**src/rtl/nav_sample_sequencer.sv**
```systemverilog
// Data-ready driven read sequencer for the PMOD-NAV IMU: bursts 12 bytes over the
// byte-level SPI engine, packs gyro/accel words and queues timestamped samples.
module nav_sample_sequencer #(
    parameter logic [7:0] START_ADDR = 8'h18,
    parameter int         NBYTES     = 12,
    parameter int         FIFO_DEPTH = 4,
    parameter int         TS_W       = 16
) (
    input  logic            i_clk,
    input  logic            i_rst_n,
    input  logic            i_enable,
    input  logic            i_drdy,
    input  logic            i_ovr_clr,
    output logic            o_spi_req,
    output logic [7:0]      o_spi_tx,
    output logic            o_spi_cs_hold,
    input  logic            i_spi_ack,
    input  logic [7:0]      i_spi_rx,
    output logic            o_smp_valid,
    input  logic            i_smp_ready,
    output logic [95:0]     o_smp_data,
    output logic [TS_W-1:0] o_smp_ts,
    output logic            o_busy,
    output logic            o_overrun
);

    // state  | meaning
    // IDLE   | waiting for a data-ready edge (or a pending one) with enable set
    // CMD    | shifting the read command byte, chip select held
    // DATA   | shifting dummy bytes, capturing returned bytes
    // PUSH   | one cycle: write the sample to the FIFO or drop it
    typedef enum logic [1:0] {S_IDLE, S_CMD, S_DATA, S_PUSH} state_t;

    localparam int AW = $clog2(FIFO_DEPTH);

    state_t            r_state;
    state_t            w_next;
    logic              r_sync1, r_sync2, r_sync3;
    logic              w_drdy_rise;
    logic [TS_W-1:0]   r_ts_cnt;
    logic [TS_W-1:0]   r_ts_cap;
    logic [TS_W-1:0]   r_ts_pend;
    logic              r_pend;
    logic              r_ovr;
    logic [3:0]        r_byte_cnt;
    logic [95:0]       r_smp;
    logic [95:0]       r_fifo_data [FIFO_DEPTH];
    logic [TS_W-1:0]   r_fifo_ts   [FIFO_DEPTH];
    logic [AW:0]       r_wr_ptr, r_rd_ptr;
    logic              w_empty, w_full, w_pop, w_push, w_drop;
    logic              w_start, w_last_byte, w_ovr_set;

    assign w_drdy_rise = r_sync2 & ~r_sync3;
    assign w_last_byte = (r_byte_cnt == 4'(NBYTES - 1));
    assign w_start     = (r_state == S_IDLE) && i_enable && (w_drdy_rise || r_pend);

    assign w_empty = (r_wr_ptr == r_rd_ptr);
    assign w_full  = (r_wr_ptr[AW] != r_rd_ptr[AW]) &&
                     (r_wr_ptr[AW-1:0] == r_rd_ptr[AW-1:0]);
    assign w_pop   = !w_empty && i_smp_ready;
    // A full FIFO still accepts the sample when the head leaves in the same cycle.
    assign w_push  = (r_state == S_PUSH) && (!w_full || w_pop);
    assign w_drop  = (r_state == S_PUSH) && w_full && !w_pop;
    assign w_ovr_set = w_drop || (w_drdy_rise && r_pend);

    assign o_busy      = (r_state != S_IDLE);
    assign o_overrun   = r_ovr;
    assign o_smp_valid = !w_empty;
    assign o_smp_data  = w_empty ? '0 : r_fifo_data[r_rd_ptr[AW-1:0]];
    assign o_smp_ts    = w_empty ? '0 : r_fifo_ts[r_rd_ptr[AW-1:0]];

    always_ff @(posedge i_clk or negedge i_rst_n) begin
        if (!i_rst_n) r_state <= S_IDLE;
        else          r_state <= w_next;
    end

    always_comb begin
        w_next = r_state;
        case (r_state)
            S_IDLE:  if (w_start) w_next = S_CMD;
            S_CMD:   if (i_spi_ack) w_next = S_DATA;
            S_DATA:  if (i_spi_ack && w_last_byte) w_next = S_PUSH;
            S_PUSH:  w_next = S_IDLE;
            default: w_next = S_IDLE;
        endcase
    end

    always_comb begin
        o_spi_req     = 1'b0;
        o_spi_cs_hold = 1'b0;
        o_spi_tx      = 8'h00;
        case (r_state)
            S_CMD: begin
                o_spi_req     = 1'b1;
                o_spi_cs_hold = 1'b1;
                o_spi_tx      = {1'b1, START_ADDR[6:0]};
            end
            S_DATA: begin
                o_spi_req     = 1'b1;
                o_spi_cs_hold = 1'b1;
            end
            default: ;
        endcase
    end

    always_ff @(posedge i_clk or negedge i_rst_n) begin
        if (!i_rst_n) begin
            r_sync1    <= 1'b0;
            r_sync2    <= 1'b0;
            r_sync3    <= 1'b0;
            r_ts_cnt   <= '0;
            r_ts_cap   <= '0;
            r_ts_pend  <= '0;
            r_pend     <= 1'b0;
            r_ovr      <= 1'b0;
            r_byte_cnt <= '0;
            r_smp      <= '0;
            r_wr_ptr   <= '0;
            r_rd_ptr   <= '0;
        end else begin
            r_sync1  <= i_drdy;
            r_sync2  <= r_sync1;
            r_sync3  <= r_sync2;
            r_ts_cnt <= r_ts_cnt + 1'b1;

            if (w_start) begin
                r_ts_cap <= r_pend ? r_ts_pend : r_ts_cnt;
                r_pend   <= 1'b0;
            end else if (w_drdy_rise && o_busy && !r_pend) begin
                r_pend    <= 1'b1;
                r_ts_pend <= r_ts_cnt;
            end

            if (r_state == S_CMD && i_spi_ack) begin
                r_byte_cnt <= '0;
            end else if (r_state == S_DATA && i_spi_ack) begin
                r_smp[{r_byte_cnt, 3'b000} +: 8] <= i_spi_rx;
                if (!w_last_byte) r_byte_cnt <= r_byte_cnt + 1'b1;
            end

            if (w_ovr_set)      r_ovr <= 1'b1;
            else if (i_ovr_clr) r_ovr <= 1'b0;

            if (w_push) r_wr_ptr <= r_wr_ptr + 1'b1;
            if (w_pop)  r_rd_ptr <= r_rd_ptr + 1'b1;
        end
    end

    // Storage needs no reset: contents are only visible while the FIFO is non-empty.
    always_ff @(posedge i_clk) begin
        if (w_push) begin
            r_fifo_data[r_wr_ptr[AW-1:0]] <= r_smp;
            r_fifo_ts[r_wr_ptr[AW-1:0]]   <= r_ts_cap;
        end
    end

endmodule
```
**config.mk**
```make
export PLATFORM = sky130hd
export DESIGN_NAME = nav_sample_sequencer
export DESIGN_NICKNAME = d
export VERILOG_FILES = /design/src/rtl/nav_sample_sequencer.sv
export SDC_FILE = /design/constraint.sdc
export NUM_CORES = 1
export LEC_CHECK = 0
export CORE_ASPECT_RATIO = 1.75
export CORE_MARGIN = 2
export CORE_UTILIZATION = 50
export DETAILED_ROUTE_END_ITERATION = 12
export DONT_BUFFER_PORTS = 1
export PLACE_DENSITY = 0.75
export REMOVE_ABC_BUFFERS = 1
export SLEW_MARGIN = 20
export SYNTH_ARGS = -nofsm -noshare
export SYNTH_HDL_FRONTEND = slang
export SYNTH_SLANG_ARGS = --single-unit
```
**constraint.sdc**
```tcl
create_clock -name i_clk -period 17.1 [get_ports i_clk]
set_clock_uncertainty 0.05 [all_clocks]
set_input_delay 3.42 -clock i_clk [delete_from_list [all_inputs] [get_ports i_clk]]
set_output_delay 3.42 -clock i_clk [all_outputs]
set_load 0.01 [all_outputs]
```
### Word level (Yosys, flattened, before mapping)

Memory sizes are Yosys's and may differ from the RTL's.
Index checks and enable logic that the tools add are counted.

| word-level totals | value |
|---|---|
| flip-flop bits (word level) | 161 |
| RAM bits | 448 |
| input port bits | 15 |
| output and inout bits | 125 |
| word-level logic and storage cells | 86 |
| memories | 2 |

| cells by class | value |
|---|---|
| add/sub/neg operators | 5 |
| eq/ne operators | 11 |
| shift-type cells | 2 |
| multiplexer cells | 19 |
| bitwise logic cells | 4 |
| reductions and logical operators | 30 |

Memories:

| memory | words | width | rd ports | clocked after memory_dff | wr ports | line | source |
|---|---|---|---|---|---|---|---|
| r_fifo_data | 4 | 96 | 1 | 0 | 1 | 47 | `logic [95:0] r_fifo_data [FIFO_DEPTH];` |
| r_fifo_ts | 4 | 16 | 1 | 0 | 1 | 48 | `logic [TS_W-1:0] r_fifo_ts [FIFO_DEPTH];` |

Operators with widths:

| kind | count |
|---|---|
| bitwise mux 96 bit | 1 |
| two-way mux 96 bit | 1 |
| variable shift 8 x 9 -> 96 bit, first input constant | 1 |
| variable part select 8 x 9 -> 96 bit | 1 |
| two-way mux 16 bit | 2 |
| adder 16 x 1 -> 16 bit, second input constant | 1 |
| logical AND 1 bit | 13 |
| two-way mux 4 bit | 3 |
| negator 7 -> 9 bit | 1 |
| two-way mux 8 bit | 1 |
| one-hot mux 2 bit (4 select lines) | 1 |
| nonzero test 2 bit | 4 |
| two-way mux 1 bit | 7 |
| adder 3 x 1 -> 3 bit, second input constant | 2 |
| two-way mux 2 bit | 3 |
| inequality test 2 bit, second input constant | 3 |
| AND reduction 2 bit | 3 |
| adder 4 x 1 -> 4 bit, second input constant | 1 |
| == test 2 bit, second input constant | 2 |
| == test 4 bit, second input constant | 1 |
| zero test 1 bit | 4 |
| == test 3 bit | 1 |
| logical OR 1 bit | 3 |
| NOT 1 bit | 3 |
| 8 further kinds | 8 |

### Longest topological paths before layout

Gate-level depths: netlist of run 1.

| depth | value |
|---|---|
| depth after elaboration | 7 |
| depth in mapped cells | 8 |
| mapped depth without buffers | 7 |

### Worst setup path before layout of run 1

No wires, ideal clock.

| timing | value |
|---|---|
| path kind | input -> register |
| start point | input i_smp_ready |
| end point | memory r_fifo_data[3][0], enable pin |
| library setup time | 586 ps |
| arrival | 8,460 ps |
| data required time | 16,464 ps |
| path slack | 8,004 ps |
| stages | 4 |
| path buffers | 1 |
| cell sequence | nor4_1 > nand2b_1 > buf_2 > nor2_1 |

| on the way | value |
|---|---|
| longest elaborated chain between the ends | 5 |

RTL lines:

| what | line | source |
|---|---|---|
| from (decl) | 20 | `input logic i_smp_ready,` |
| logical AND 1 bit | 60 | `assign w_pop = !w_empty && i_smp_ready;` |
| logical OR 1 bit | 62 | `assign w_push = (r_state == S_PUSH) && (!w_full \|\| w_pop);` |
| logical AND 1 bit | 62 |  |
| two-way mux 1 bit | 151 | `if (w_push) begin` |
| two-way mux 1 bit (implied by the code) | 152 | `r_fifo_data[r_wr_ptr[AW-1:0]] <= r_smp;` |
| to (decl) | 47 |  |

Every way passes these cells.

### Final worst setup path of run 1

| timing | value |
|---|---|
| start point | register r_rd_ptr[0] |
| end point | output o_smp_data[59] |

| on the way | value |
|---|---|
| longest elaborated chain between the ends | 2 |
| elaborated cells between the ends (all ways) | 3 |
| those cells by class | eq/ne: 1; mux: 1; memory: 1 |

RTL lines:

| what | line | source |
|---|---|---|
| from (decl) | 49 | `logic [AW:0] r_wr_ptr, r_rd_ptr;` |
| from (signal assigned) | 145 | `if (w_pop) r_rd_ptr <= r_rd_ptr + 1'b1;` |
| memory (4 x 96 bit) / == test 3 bit (equally long branches) | n/a |  |
| two-way mux 96 bit (*) | 69 | `assign o_smp_data = w_empty ? '0 : r_fifo_data[r_rd_ptr[AW-1:0]];` |
| to (decl) | 21 | `output logic [95:0] o_smp_data,` |

Mark *: on every way between the ends. The rest lies on a longest branch, timed or not.

==> metrics, run 1 <==
Peak VDD IR=110 uV; Clk Latency, worst-skew pair=570 ps; synthesized area per cell=19.6 sq um; register area share after synthesis=73.4%; most repeated library cell on the critical path=buf_4; post-route setup TNS=0 ps; number of I/O pins=140; Longest Clk Path Bufs=3; Post-layout nets=1250; crit end category=output port; CP max FO=52; largest net degree at the start of global routing=162; final worst slack=10100 ps; post-synthesis cell area=23800 sq um; total core area=47000 sq um; status=finished clean; Leak=0.00956 uW; Cells after Synth=1214; CTS root buf=clkbuf_16; DRT Wirelength=45.0 mm; share of Yosys cell area claimed by the top area cell type=56.5%; grt total ovfl=0; drt wl/cell=24.3 um; Post-CTS Resized=0; routed vias=10600; Die Ht=293 um; dominant cells by area after synthesis=edfxtp_1, dfrtp_1, mux4_2; PortBufs=0; number of synthesized register bits=609; starting density of the core=50.7%; hold buffers post-CTS=0; ANT nets after route=0; Slew headroom=27.3%; pins over their slew limit=0; Die ar.=49500 sq um; crit path cell chain=buf_4 -> xor2_1 -> nor3b_4 -> buf_4 -> and2b_1; top cells by count, synth=edfxtp_1, dfrtp_1, mux4_2; Worst Path Required=13630 ps; first drt pass iteration count=4; die width=169 um; Total GRT Usage=18.6%; Worst Hold Class=flop to flop; clk sink count=609; Post-DP HPWL=27.2 mm; Placer Congestion=0.748; most frequent cell after synthesis=edfxtp_1; Final Hold Viols=0; critical path class=flop to output port; Worst Tran Pin Value=1090 ps; max incr delay on CP=880 ps; Post-synth EDFFs=448; slowest CP cell=dfrtp_4; CTS Buf Count=49; layout cells sized above 1=26.1%; unrepaired setup endpoints after global routing=no; post-synth top area cell=edfxtp_1; fin crit period=7000 ps; dpl ws=10500 ps; DR iter-0 viols=688; final setup vio count=0; placement row count=105; Clk pin slew, worst setup/hold paths=60 ps; Max Clk Rate=143 MHz; CTS tree=built; Max Cap Viol=0; count of warnings emitted by yosys=0; DR vias/cell=5.73; Worst setup SP type=flop; fin crit share=40.9%; vias in the first global route=11400; Unique masters post-synth=55; power per standard cell area=172 nW/um^2; FFs w/ async S/R, synth=26.4%; post-CTS setup repair buffer count=0; # DRC=0; ys flop type=edfxtp_1; CP Data Arrival Time=3530 ps; global-route wire length before repair=69.0 mm; H-Tree Depth=2; initial antenna violation count=0; Syn-to-layout area delta=9.07%
==> worst max-delay path: cells and delay by family (launching register included) <==
family	cells	cell delay (ps)
buf+inv	2	1210
flops	1	880
simple gates	2	530
xor+xnor	1	250
==> cell usage in the layout, fill, tap and decap left out, types with 4 or more instances in the layout <==
cell         n
nand4_1      4
clkbuf_1    17
xnor2_1     16
xor2_1       7
clkinv_1     9
mux2_2     106
mux2i_1     17
bufinv_16    5
nor2_4       5
and3_1      14
edfxtp_1   448
nand3_1      6
o21ai_0     22
a21oi_1      4
and2b_1     48
nor2_2       4
ha_1        14
nor2_1       6
clkinv_2     6
and2_1      10
conb_1       5
buf_4       14
nor2b_1     67
mux2_4       8
mux4_2     112
nand2_1     26
dfrtp_1    159
clkbuf_16   49
inv_1       15
==> routing by layer <==
| layer | share of wire [%] | vias to the layer above | GRT usage (%) |
|---|---|---|---|
| li1 | - | 4694 | - |
| met1 | 38 | 5588 | 22.4 |
| met2 | 55 | 244 | 34.3 |
| met3 | 4.1 | 71 | 2.73 |
| met4 | 3.0 | 0 | 6.11 |
| met5 | 0 | - | 0 |
==> sequential cells by signal, summed over array words and instances, names as in the netlist <==
signal,flops
r_byte_cnt,4
r_state,2
r_pend,1
r_fifo_data,384
r_wr_ptr,3
o_overrun,1
r_sync3,1
r_sync1,1
r_ts_cnt,16
r_sync2,1
r_fifo_ts,64
r_ts_pend,16
r_ts_cap,16
r_smp,96
r_rd_ptr,3
==> stage by stage <==
step	util [%]	hold slack [ps]	total power (uW)	area [sq um]	cells
2_1_floorplan	-	281	3150	23500	1156
3_3_place_gp	51.9	285	3370	24400	1758
3_5_place_dp	51.9	293	3420	24400	1758
4_1_cts	55.3	314	4530	26000	1850
5_1_grt	55.3	330	4680	26000	1850
6_report	55.3	309	4460	26000	1851
==> cells by family after synthesis <==
group	Yosys count	synth area share, %
AND/OR/NAND/NOR	208	5.54
XOR/XNOR	23	0.845
adder cells (fa/ha/maj)	14	0.735
AO/OA/AOI/OAI	37	1.07
multiplexers	244	16.9
buffers and inverters	78	1.58
other	1	0.0157
flip-flops	609	73.4
==> report_power, final <==
part | internal (uW) | switching [uW] | leakage [uW] | total [uW]
logic | 532 | 721 | 0.00247 | 1250
registers | 1920 | 175 | 0.00633 | 2090
clock network | 614 | 500 | 0.000762 | 1110
==> worst paths after layout <==
kind	slack [ps]	depth (start not counted)	endpoint	startpoint
min in group asynchronous	2500	0	r_sync1	i_rst_n
hold reg to reg	310	0	r_sync2	r_sync1
setup reg to reg	12350	7	r_fifo_data[0][81]	r_rd_ptr[0]
hold / removal	310	0	r_sync2	r_sync1
max in group asynchronous	14240	0	r_smp[78]	i_rst_n
setup / recovery	10100	5	o_smp_data[59]	r_rd_ptr[0]
==> area by class of cell <==
class | count | area (sq um)
Fill cell | 3584 | 21000
Sequential cell | 609 | 17500
Multi-Input combinational cell | 531 | 6020
Clock buffer | 67 | 1300
Tap cell | 588 | 736
Clock inverter | 25 | 272
Timing Repair Buffer | 14 | 105
Inverter | 16 | 60.1
Antenna cell | 1 | 2.50
(Power assumes the default switching activity.)
==> run 2: changes to the inputs <==
- PLACE_DENSITY: 0.75 -> 0.78
- clock period: 17.1 -> 6.01 ns (I/O delays scaled with it)
==> run 2 against run 1 <==
Worst hold slack got worse by 35 ps. Power grew to 2.9 times the previous value. First-iteration DRC count shrank 4.1%. Wire length grew 2.1%. Global-route usage up 0.30 points. Sequential power grew to 2.8 times the previous value. Combinational power grew to 3.0 times the previous value. Highest routed layer unchanged. Non-clock buffer count rose by 6. Largest cell class unchanged.
==> metrics, run 2 (same netlist as run 1, synthesis figures left out) <==
initial antenna violation count=1; ANT nets after route=0; Post-CTS Resized=0; Worst Path Required=4760 ps; grt peak-use layer=met2; Post-layout nets=1258; global-route wire length before repair=69.8 mm; Hold WS=274 ps; max FFs per register=384; Die ar.=49500 sq um; CTS Buf Count=51; GR Util met2=35.2%; clk sink count=609; # DRC=0; most repeated library cell on the critical path=buf_4; first drt pass iteration count=5; total core area=47000 sq um; Final Hold Viols=0; status=finished clean; Longest Clk Path Bufs=3; DRT Wirelength=46.0 mm; Max Cap Viol=0; crit end category=output port; Leak=0.00973 uW; placement row count=105; Clk Latency, worst-skew pair=570 ps; DR iter-0 viols=660; slowest CP cell=buf_4; pins over their slew limit=0; CTS root buf=clkbuf_16; critical path class=flop to output port; Peak VDD IR=316 uV; CP max FO=59; largest net degree at the start of global routing=162; CTS tree=built; Placer Congestion=0.747; Max Clk Rate=223 MHz; Worst setup SP type=flop; Clk pin slew, worst setup/hold paths=60 ps; CP Data Arrival Time=3230 ps; most frequent cells in the layout=edfxtp_1, dfrtp_1, mux4_2; Worst Tran Pin Value=1040 ps; grt met1 use=21.7%; GR Util met3=3.80%; H-Tree Depth=2; grt total ovfl=0; post-CTS setup repair buffer count=0; Post-Place Cell Area=24500 sq um; drt wl/cell=24.7 um; unrepaired setup endpoints after global routing=no; diode count=0; most common cell after layout, fill and taps aside=edfxtp_1; hold buffers post-CTS=0; Final Cell Area=26300 sq um; Worst Hold Class=input port to async pin; vias in the first global route=11400; crit path cell chain=buf_4 -> buf_4 -> mux4_2 -> nor2b_1; total design power=13100 uW; post-route setup TNS=0 ps; fin crit share=74.5%; DR vias/cell=5.75; layout cells sized above 1=27.9%; power per standard cell area=497 nW/um^2; Slew headroom=31.0%; fin crit period=4480 ps; Die Ht=293 um; Total GRT Usage=18.9%; starting density of the core=50.7%; max incr delay on CP=820 ps; PortBufs=0; final setup vio count=0; Syn-to-layout area delta=10.3%; number of I/O pins=140; Post-DP HPWL=27.7 mm; die width=169 um; routed vias=10700
[run 2: cell count changes in the layout (fill, tap and decap cells not counted), sizes merged]
cell	delta
clkinvlp	+1
buf	+6
diode	-1
bufinv	+2
clkinv	-2
clkbuf	+2
[run 2: where the power goes]
group          internal [uW]  switching (uW)
clock network           2040            1440
registers               5450             447
logic                   1540            2150
[run 2: through the flow]
| step | setup WS [ps] | std cells | util, % |
|---|---|---|---|
| 3_3_place_gp | 2040 | 1763 | 52.0 |
| 3_5_place_dp | 2040 | 1763 | 52.0 |
| 5_1_grt | 1320 | 1859 | 55.9 |
| 6_report | 1530 | 1859 | 55.9 |
| 2_1_floorplan | -4200 | 1156 | - |
| 4_1_cts | 1440 | 1858 | 55.8 |
[run 2: worst paths after layout]
| check | startpoint | endpoint | slack, ps | cells after the start |
|---|---|---|---|---|
| setup / recovery | r_rd_ptr[1] | o_smp_data[35] | 1530 | 4 |
| hold / removal | i_rst_n | o_overrun | 270 | 0 |
| setup reg to reg | r_rd_ptr[0] | r_fifo_data[3][58] | 2590 | 6 |
| hold reg to reg | r_sync1 | r_sync2 | 320 | 0 |
| max in group asynchronous | i_rst_n | r_smp[40] | 5320 | 0 |
| min in group i_clk | r_sync1 | r_sync2 | 320 | 0 |
[run 2: per-layer routing]
metal / up-vias / wire, um
met5: - / 0
met3: 65 / 2410
met1: 5673 / 16800
li1: 4699 / -
met2: 260 / 25400
met4: 0 / 1290
[run 2: area by class of cell]
cell class              count  area (sq um)
repair buffers             20           183
flip-flops and latches    609         17500
clock inverters            26           313
multi-input cells         531          6020
clock buffers              69          1490
fillers                  3441         20700
inverters                  16          60.1
well taps                 588           736
[run 2: worst max-delay path, delay by kind of cell, from the launching register on]
family / cells / cell delay, ps
buffers and inverters: 2 / 1450
flip-flops: 1 / 420
AND/OR/NAND/NOR: 1 / 330
multiplexers: 1 / 340
==> run 3: changes to the inputs <==
- clock period: 6.01 -> 4.1 ns (I/O delays scaled with it)
==> run 3 against run 2 <==
The run now ends with negative hold slack left. Sequential power up 46%. Critical endpoint is now o_smp_data[93]. Highest routed layer unchanged. Worst setup slack worse by 1000 ps. Register-to-register slack worse by 1500 ps.
==> metrics, run 3 (same netlist as run 1, synthesis figures left out) <==
grt total ovfl=0; CP max FO=49; most common cell after layout, fill and taps aside=edfxtp_1; DRT Wirelength=45.3 mm; fin crit period=3560 ps; drt wl/cell=24.4 um; Die ar.=49500 sq um; vias in the first global route=11300; first drt pass iteration count=4; Die Ht=293 um; CTS root buf=clkbuf_16; Max Clk Rate=281 MHz; post-route setup TNS=0 ps; dpl ws=1110 ps; Worst setup SP type=flop; largest net degree at the start of global routing=162; diode count=0; Placer Congestion=0.756; DR vias/cell=5.74; reg2reg end=r_smp[83]; placement row count=105; total design power=18800 uW; PortBufs=0; CTS tree=built; Worst Reg-to-Reg Cells=7; Final Hold Viols=161; H-Tree Depth=2; Post-DP HPWL=27.6 mm; total core area=47000 sq um; power per standard cell area=718 nW/um^2; Worst setup endpoint=o_smp_data[93]; worst setup path start=r_rd_ptr[0]; critical path class=flop to output port; Worst Path Required=3230 ps; CTS Buf Count=50; Post-layout nets=1254; Longest Clk Path Bufs=3; number of I/O pins=140; Clk pin slew, worst setup/hold paths=70 ps; Syn-to-layout area delta=9.81%; Slew headroom=30.1%; crit end category=output port; die width=169 um; Worst Tran Pin Value=1050 ps; Clk Latency, worst-skew pair=570 ps; pins over their slew limit=0; Max Cap Viol=0; clk sink count=609; ANT nets after route=0; global-route wire length before repair=69.0 mm; Hold WS=-97.8 ps; starting density of the core=50.7%; Worst Hold Class=input port to async pin; final setup vio count=0; Total GRT Usage=18.6%; Worst R2R Setup Slack=1140 ps; most frequent cells in the layout=edfxtp_1, dfrtp_1, mux4_2; Peak VDD IR=461 uV; max FFs per register=384; layout cells sized above 1=26.2%; fin crit share=86.9%; status=finished, violations left; # DRC=0; failing checks=negative hold slack; routed vias=10600; unrepaired setup endpoints after global routing=no; Post-Route Utilization=55.6%; initial antenna violation count=2; worst r2r src=r_byte_cnt[0]; final worst slack=535 ps; Leak=0.00962 uW; DR iter-0 viols=729; CP Data Arrival Time=2690 ps
-- run 3: cell types whose count changed in the layout (fill, tap and decap cells not counted), moves of 2 or more --
cell,previous run,this run
clkbuf_1,6,23
buf_4,18,6
buf_12,1,11
clkinv_2,11,2
bufinv_16,7,3
clkbuf_8,10,6
clkbuf_16,53,51
-- run 3: per-layer routing --
metal	vias to the layer above	GRT usage [%]	wire length, um
met2	255	34.4	25300
met4	0	5.63	1120
met5	-	0	0
met1	5635	21.5	16100
li1	4680	-	-
met3	67	4.22	2780
-- run 3: per-stage QoR --
stage	std cells	area (sq um)
2_1_floorplan	1156	23500
3_3_place_gp	1761	24600
3_5_place_dp	1761	24600
4_1_cts	1854	26200
5_1_grt	1854	26200
6_report	1854	26200
-- run 3: how the worst min path moves through the flow --
stage / from / end / slack [ps] / cells after the start
after detailed placement: r_sync1 / r_sync2 / 290 / 0
final: i_rst_n / r_sync1 / -100 / 0
after floorplan: r_sync1 / r_sync2 / 280 / 0
after global routing: i_rst_n / r_smp[68] / -130 / 0
after CTS: i_rst_n / r_smp[68] / -120 / 0
after global placement: r_sync1 / r_sync2 / 300 / 0
-- run 3: worst max-delay path: stages, from the launching register on --
cell and delay [ps]:
dfrtp_4 810, xor2_1 240, nor3b_4 270, buf_4 450, and2b_1 290
-- run 3: area by class of cell --
cell class,count,area [sq um]
Inverter,16,60.1
Timing Repair Buffer,17,265
Multi-Input combinational cell,531,6020
Clock inverter,13,149
Fill cell,3480,20900
Clock buffer,80,1450
Tap cell,588,736
Sequential cell,609,17500
-- run 3: repair_timing --
item                      4_1_cts  5_1_grt
hold endpoints to repair      161      161
resized for setup               0        0
setup buffers                   0        0
-- run 3: power by group --
part | total, uW | internal (uW) | switching, uW
registers | 8630 | 7990 | 645
logic | 5500 | 2320 | 3180
clock network | 4650 | 2610 | 2040
total | 18800 | 12900 | 5860
